==> config.mk <==
export PLATFORM = sky130hd
export DESIGN_NAME = shift_sequencer
export DESIGN_NICKNAME = d
export VERILOG_FILES = /design/src/rtl/shift_sequencer.sv
export SDC_FILE = /design/constraint.sdc
export NUM_CORES = 1
export LEC_CHECK = 0
export ABC_AREA = 1
export ABC_CLOCK_PERIOD_IN_PS = 1800
export CELL_PAD_IN_SITES_DETAIL_PLACEMENT = 0
export CELL_PAD_IN_SITES_GLOBAL_PLACEMENT = 1
export CORE_MARGIN = 5
export CORE_UTILIZATION = 38
export CTS_CLUSTER_DIAMETER = 150
export CTS_CLUSTER_SIZE = 10
export DETAILED_ROUTE_END_ITERATION = 8
export PLACE_DENSITY = 0.88
export SYNTH_ARGS = -nofsm -noshare
export SYNTH_HDL_FRONTEND = slang
export SYNTH_SLANG_ARGS = --single-unit
==> constraint.sdc <==
create_clock -name clk -period 1.8 [get_ports clk]
set_clock_uncertainty 0.05 [all_clocks]
set_input_delay 0.18 -clock clk [delete_from_list [all_inputs] [get_ports clk]]
set_output_delay 0.18 -clock clk [all_outputs]
set_load 0.02 [all_outputs]
==> src/rtl/shift_sequencer.sv <==
// Sequencer that loads a word serially into an external shift register, then drains it back into dout.
// Optional loopback compare (output err) is enabled by defining SHIFT_SEQUENCER_CHECK_EN.
module shift_sequencer #(
    parameter int WIDTH = 4
) (
    input  logic             clk,
    input  logic             rst,
    input  logic             start,
    input  logic             dir,
    input  logic             abort,
    input  logic [WIDTH-1:0] din,
    input  logic             sr_so,
    output logic             sr_clr,
    output logic             sr_mode,
    output logic             sr_si,
    output logic             busy,
    output logic             done,
`ifdef SHIFT_SEQUENCER_CHECK_EN
    output logic             err,
`endif
    output logic [WIDTH-1:0] dout
);

    localparam int CW = $clog2(WIDTH) + 1;
    localparam int IW = $clog2(WIDTH);
    localparam logic [CW-1:0] CNT_LAST = CW'(WIDTH - 1);

    typedef enum logic [2:0] {
        S_IDLE  = 3'd0,
        S_CLR   = 3'd1,
        S_SHIFT = 3'd2,
        S_DRAIN = 3'd3,
        S_DONE  = 3'd4
    } state_t;

    state_t           r_state;
    logic [CW-1:0]    r_cnt;
    logic [WIDTH-1:0] r_din;
    logic             r_dir;

    logic [CW-1:0]    w_k;
    logic [IW-1:0]    w_si_idx;
    logic             w_si_bit;
    logic [IW-1:0]    w_st_idx;
    logic [WIDTH-1:0] w_dout_next;

    // Next serial bit to present and the dout slot the current drain cycle fills.
    always_comb begin
        w_k      = (r_state == S_CLR) ? {CW{1'b0}} : CW'(r_cnt + CW'(1));
        w_si_idx = IW'(r_dir ? (CNT_LAST - w_k) : w_k);
        if (w_k < CW'(WIDTH)) begin
            w_si_bit = r_din[w_si_idx];
        end else begin
            w_si_bit = 1'b0;
        end
        w_st_idx    = IW'(r_dir ? (CNT_LAST - r_cnt) : r_cnt);
        w_dout_next = dout;
        w_dout_next[w_st_idx] = sr_so;
    end

    // Control FSM; every output is registered so it lines up with the state it belongs to.
    always_ff @(posedge clk or negedge rst) begin
        if (!rst) begin
            r_state <= S_IDLE;
            r_cnt   <= {CW{1'b0}};
            r_din   <= {WIDTH{1'b0}};
            r_dir   <= 1'b0;
            sr_clr  <= 1'b0;
            sr_mode <= 1'b0;
            sr_si   <= 1'b0;
            busy    <= 1'b0;
            done    <= 1'b0;
            dout    <= {WIDTH{1'b0}};
`ifdef SHIFT_SEQUENCER_CHECK_EN
            err     <= 1'b0;
`endif
        end else if (abort && (r_state inside {S_CLR, S_SHIFT, S_DRAIN})) begin
            // Abort wins over phase completion and discards the partial word.
            r_state <= S_IDLE;
            r_cnt   <= {CW{1'b0}};
            sr_clr  <= 1'b0;
            sr_mode <= 1'b0;
            sr_si   <= 1'b0;
            busy    <= 1'b0;
            done    <= 1'b0;
            dout    <= {WIDTH{1'b0}};
        end else begin
            case (r_state)
                S_IDLE: begin
                    r_cnt <= {CW{1'b0}};
                    done  <= 1'b0;
                    sr_si <= 1'b0;
                    if (start) begin
                        r_state <= S_CLR;
                        r_din   <= din;
                        r_dir   <= dir;
                        sr_clr  <= 1'b1;
                        sr_mode <= dir;
                        busy    <= 1'b1;
                        dout    <= {WIDTH{1'b0}};
`ifdef SHIFT_SEQUENCER_CHECK_EN
                        err     <= 1'b0;
`endif
                    end else begin
                        sr_clr  <= 1'b0;
                        sr_mode <= 1'b0;
                        busy    <= 1'b0;
                    end
                end
                S_CLR: begin
                    r_state <= S_SHIFT;
                    r_cnt   <= {CW{1'b0}};
                    sr_clr  <= 1'b0;
                    sr_si   <= w_si_bit;
                end
                S_SHIFT: begin
                    if (r_cnt == CNT_LAST) begin
                        r_state <= S_DRAIN;
                        r_cnt   <= {CW{1'b0}};
                        sr_si   <= 1'b0;
                    end else begin
                        r_cnt <= CW'(r_cnt + CW'(1));
                        sr_si <= w_si_bit;
                    end
                end
                S_DRAIN: begin
                    dout <= w_dout_next;
                    if (r_cnt == CNT_LAST) begin
                        r_state <= S_DONE;
                        r_cnt   <= {CW{1'b0}};
                        busy    <= 1'b0;
                        done    <= 1'b1;
`ifdef SHIFT_SEQUENCER_CHECK_EN
                        err     <= (w_dout_next != r_din);
`endif
                    end else begin
                        r_cnt <= CW'(r_cnt + CW'(1));
                    end
                end
                S_DONE: begin
                    r_state <= S_IDLE;
                    r_cnt   <= {CW{1'b0}};
                    done    <= 1'b0;
                    sr_mode <= 1'b0;
                end
                default: begin
                    r_state <= S_IDLE;
                    r_cnt   <= {CW{1'b0}};
                    sr_clr  <= 1'b0;
                    sr_mode <= 1'b0;
                    sr_si   <= 1'b0;
                    busy    <= 1'b0;
                    done    <= 1'b0;
                end
            endcase
        end
    end

endmodule
==> results.py <==
metrics = {
    "setup_path": {
        "timing.critical_path.required_ns": 1.99,
        "cp_slowest_cell": "sky130_fd_sc_hd__dfrtp_1",
        "cp-start-kind": "flip-flop",
        "end_kind": "flip-flop",
        "critical_path.cell_chain": "ha_1 > ha_1 > clkinv_2 > nand3_1 > nand2_1 > nand2_1 > a21oi_1 > nand3_1 > nand2_1",
        "timing.reg2reg.setup_slack_ns": 0.24,
        "cp_class": "flip-flop to flip-flop",
        "max_stage_delay_ns": 0.43,
        "path_common_cell": "sky130_fd_sc_hd__nand2_1",
        "crit_fanout": 4,
        "worst_ep_arrival_ns": 1.74,
        "path_buf_inv": 1,
        "critical_path.top_delay_family": "flip-flops",
    },
    "placement": {
        "place.gp.congestion": 0.8178,
        "hpwlAfterDp_um": 1901,
        "placedCellCount": 184,
        "placement.io_buffers": 18,
        "dpl-instance-area_um2": 1341,
    },
    "die": {
        "die_x_um": 64.29,
        "core_um2": 2781,
        "ioPinCount": 19,
        "placement_rows": 19,
        "die_y_um": 64.29,
        "fp.dieArea_um2": 4133,
        "initial_core_util_pct": 40.26,
    },
    "yosys": {
        "synth.largest_area_cell": "sky130_fd_sc_hd__dfrtp_1",
        "yosysUniqueCellTypes": 27,
        "post_synthesis_area_per_instance_um2": 8.295,
        "synth_cells": 135,
        "syn-cell-area_um2": 1120,
        "async_reset_ff_share_pct": 100.0,
        "synthesis.nets": 148,
        "synth_seq_area_share_pct": 44.69,
        "synth-main-ff-cell": "sky130_fd_sc_hd__dfrtp_1",
        "synth_top_cells_by_area": "sky130_fd_sc_hd__dfrtp_1, sky130_fd_sc_hd__nand2_1, sky130_fd_sc_hd__nand3_1",
        "synth-seq-cells": 20,
        "edff_count_synth": 0,
        "netlist.area_leader.share_pct": 44.69,
        "ys_warn_count": 0,
    },
    "route": {
        "drt_pass1_iterations": 4,
        "wl_per_cell_um": 12.39,
        "vias": 920,
        "route.final.wire_length_um": 2329,
        "ant_nets": 0,
        "initialDrtViolationCount": 30,
        "drc": 0,
        "via_per_inst": 4.894,
    },
    "final_layout": {
        "fillerInstances": 276,
        "area_overhead_vs_synth_pct": 24.47,
        "multi_input_area_um2": 546.8,
        "fin_area_um2": 1394,
        "final-instance-count-excl-fill": 188,
        "layout.cells.most_common_list": "sky130_fd_sc_hd__nand2_1, sky130_fd_sc_hd__dfrtp_1, sky130_fd_sc_hd__clkdlybuf4s50_1",
        "antenna_cells": 0,
        "sequential_cell_area_um2": 500.5,
        "layout-drive-gt1-share_pct": 20.38,
        "leading_cell_type_in_the_layout_fill_and_taps_excluded": "sky130_fd_sc_hd__nand2_1",
        "final_nets": 171,
    },
    "clocking": {
        "total_clock_buffers_created_by_cts": 3,
        "cts_resized": 0,
        "cts.reportedPaths.clkPinSlew_ns": 0.12,
        "cts_htree_levels": 1,
        "clk_root_buffer_cell": "sky130_fd_sc_hd__clkbuf_4",
        "worst_skew_pair.late_latency_ns": 0.30,
        "tritoncts": "done",
        "cts.hold.buffers_added": 0,
        "clock_path_buffers": 2,
        "tritoncts_num_sinks": 20,
        "cts.repair_timing.setup_buffer_count": 0,
    },
    "timing": {
        "final-setup-viol-count": 0,
        "slew_headroom_pct": 77.89,
        "tightest_pin_transition_ns": 0.3317,
        "layout_min_cycle_time_ns": 1.557,
        "fin_tns_setup_ns": 0,
        "rsz0062_at_grt": "no",
        "fmax_mhz": 642.4,
        "report.final.hold_viol_count": 0,
        "slew_violations": 0,
        "finalCritPeriodShare_pct": 86.48,
    },
    "pwr": {
        "power.net_switching_uw": 965.4,
        "p_comb_share_pct": 50.0,
        "power.switching_fraction_pct": 44.24,
        "static-leakage-power_nw": 0.7179,
        "seq_power_share_pct": 33.3,
        "worst_ir_drop_vdd_v": 0.0009621,
        "cellPowerDensity_nw_per_um2": 1565,
        "internal_power_mw": 1.217,
        "power_frac_clock_pct": 16.7,
    },
    "status": {
        "outcome": "finished clean",
    },
    "global_routing": {
        "largest_net_degree_at_the_start_of_global_routing": 21,
        "grt_first_pass_wirelength_um": 4402,
        "antenna_found_initial": 0,
        "grt_pass1_vias": 992,
        "grt.overflow.total": 0,
        "grtUsageTotal_pct": 13.31,
    },
    "hold_path": {
        "hold_class": "input pin to async pin",
    },
    "job": {
        "count_of_max_cap_constraint_violations": 0,
    },
}
==> per-layer routing <==
| layer | global-route usage, % | share of wire, % | wire length (um) | up-vias |
|---|---|---|---|---|
| met4 | 4.071 | 0.69 | 16 | 0 |
| met5 | 0 | 0 | 0 | - |
| li1 | - | - | - | 474 |
| met3 | 3.152 | 4.6 | 107 | 2 |
| met2 | 22.01 | 48 | 1115 | 22 |
| met1 | 17.08 | 47 | 1091 | 422 |
==> through the flow <==
step	setup slack [ns]	utilization (%)	power (mW)	hold WS [ns]
floorplan	0.4095	-	1.527	-0.1656
global placement	0.2946	48.22	1.802	0.4044
detailed placement	0.2570	48.22	1.834	0.4176
CTS	0.2180	50.11	2.209	0.1620
global route	0.06186	50.11	2.408	0.1818
finish	0.2434	50.11	2.182	0.1608
==> cell type report <==
| class | count | share of cell area (%) |
|---|---|---|
| Multi-Input combinational cell | 98 | 39.23 |
| Sequential cell | 20 | 35.91 |
| Timing Repair Buffer | 19 | 13.46 |
| Inverter | 16 | 4.847 |
| Tap cell | 31 | 2.783 |
| Clock inverter | 1 | 2.154 |
| Clock buffer | 3 | 1.616 |
==> cell families (layout without fill, tap and decap cells) <==
group                      after synthesis  after routing  synth area share, %
DFF                                     20             20                44.69
and+or+nand+nor                         78             78                35.20
buffers and inverters                   17             39                6.480
AOI/OAI and AO/OA                       15             15                8.715
xor gates and xnor gates                 2              2                1.565
adders and majority gates                3              3                3.352
==> final timing paths <==
path,cells after the start,from,end
min reg2reg,2,dout[1]$_DFFE_PN0P_,dout[1]$_DFFE_PN0P_
max in group asynchronous,2,rst,sr_clr$_DFFE_PN0P_
min in group clk,3,din[0],r_din[0]$_DFFE_PN0P_
max reg2reg,9,r_cnt[0]$_DFF_PN0_,sr_si$_DFFE_PN0P_
min,2,rst,r_cnt[2]$_DFF_PN0_
max,9,r_cnt[0]$_DFF_PN0_,sr_si$_DFFE_PN0P_
==> synthesized netlist by cell type, drive strengths merged (3+ instances only) <==
library cell  number
dfrtp             20
o31ai              3
nor2               9
nand3             14
nand2             53
inv               13
ha                 3
o21ai             10
clkinv             3
==> worst reg2reg max path: stages, from the launching register on <==
cell,delay [ns]
sky130_fd_sc_hd__dfrtp_1,0.43
sky130_fd_sc_hd__ha_1,0.23
sky130_fd_sc_hd__ha_1,0.19
sky130_fd_sc_hd__clkinv_2,0.07
sky130_fd_sc_hd__nand3_1,0.09
sky130_fd_sc_hd__nand2_1,0.08
sky130_fd_sc_hd__nand2_1,0.05
sky130_fd_sc_hd__a21oi_1,0.13
sky130_fd_sc_hd__nand3_1,0.10
sky130_fd_sc_hd__nand2_1,0.07
==> state kept, by name, indices dropped and copies added (netlist names) <==
| name | cells |
|---|---|
| done | 1 |
| r_din | 4 |
| r_dir | 1 |
| sr_clr | 1 |
| r_state | 3 |
| r_cnt | 3 |
| dout | 4 |
| busy | 1 |
| sr_si | 1 |
| sr_mode | 1 |
==> power groups by stage <==
stage                     Combinational, mW  Sequential (mW)  Clock (mW)
after floorplan                       0.778            0.750           0
after global placement                 1.08            0.727           0
after detailed placement               1.10            0.730           0
after CTS                              1.11            0.726       0.376
after global routing                   1.26            0.746       0.401
final                                  1.09            0.726       0.365
No activity file was read; power rests on OpenSTA's default activity.
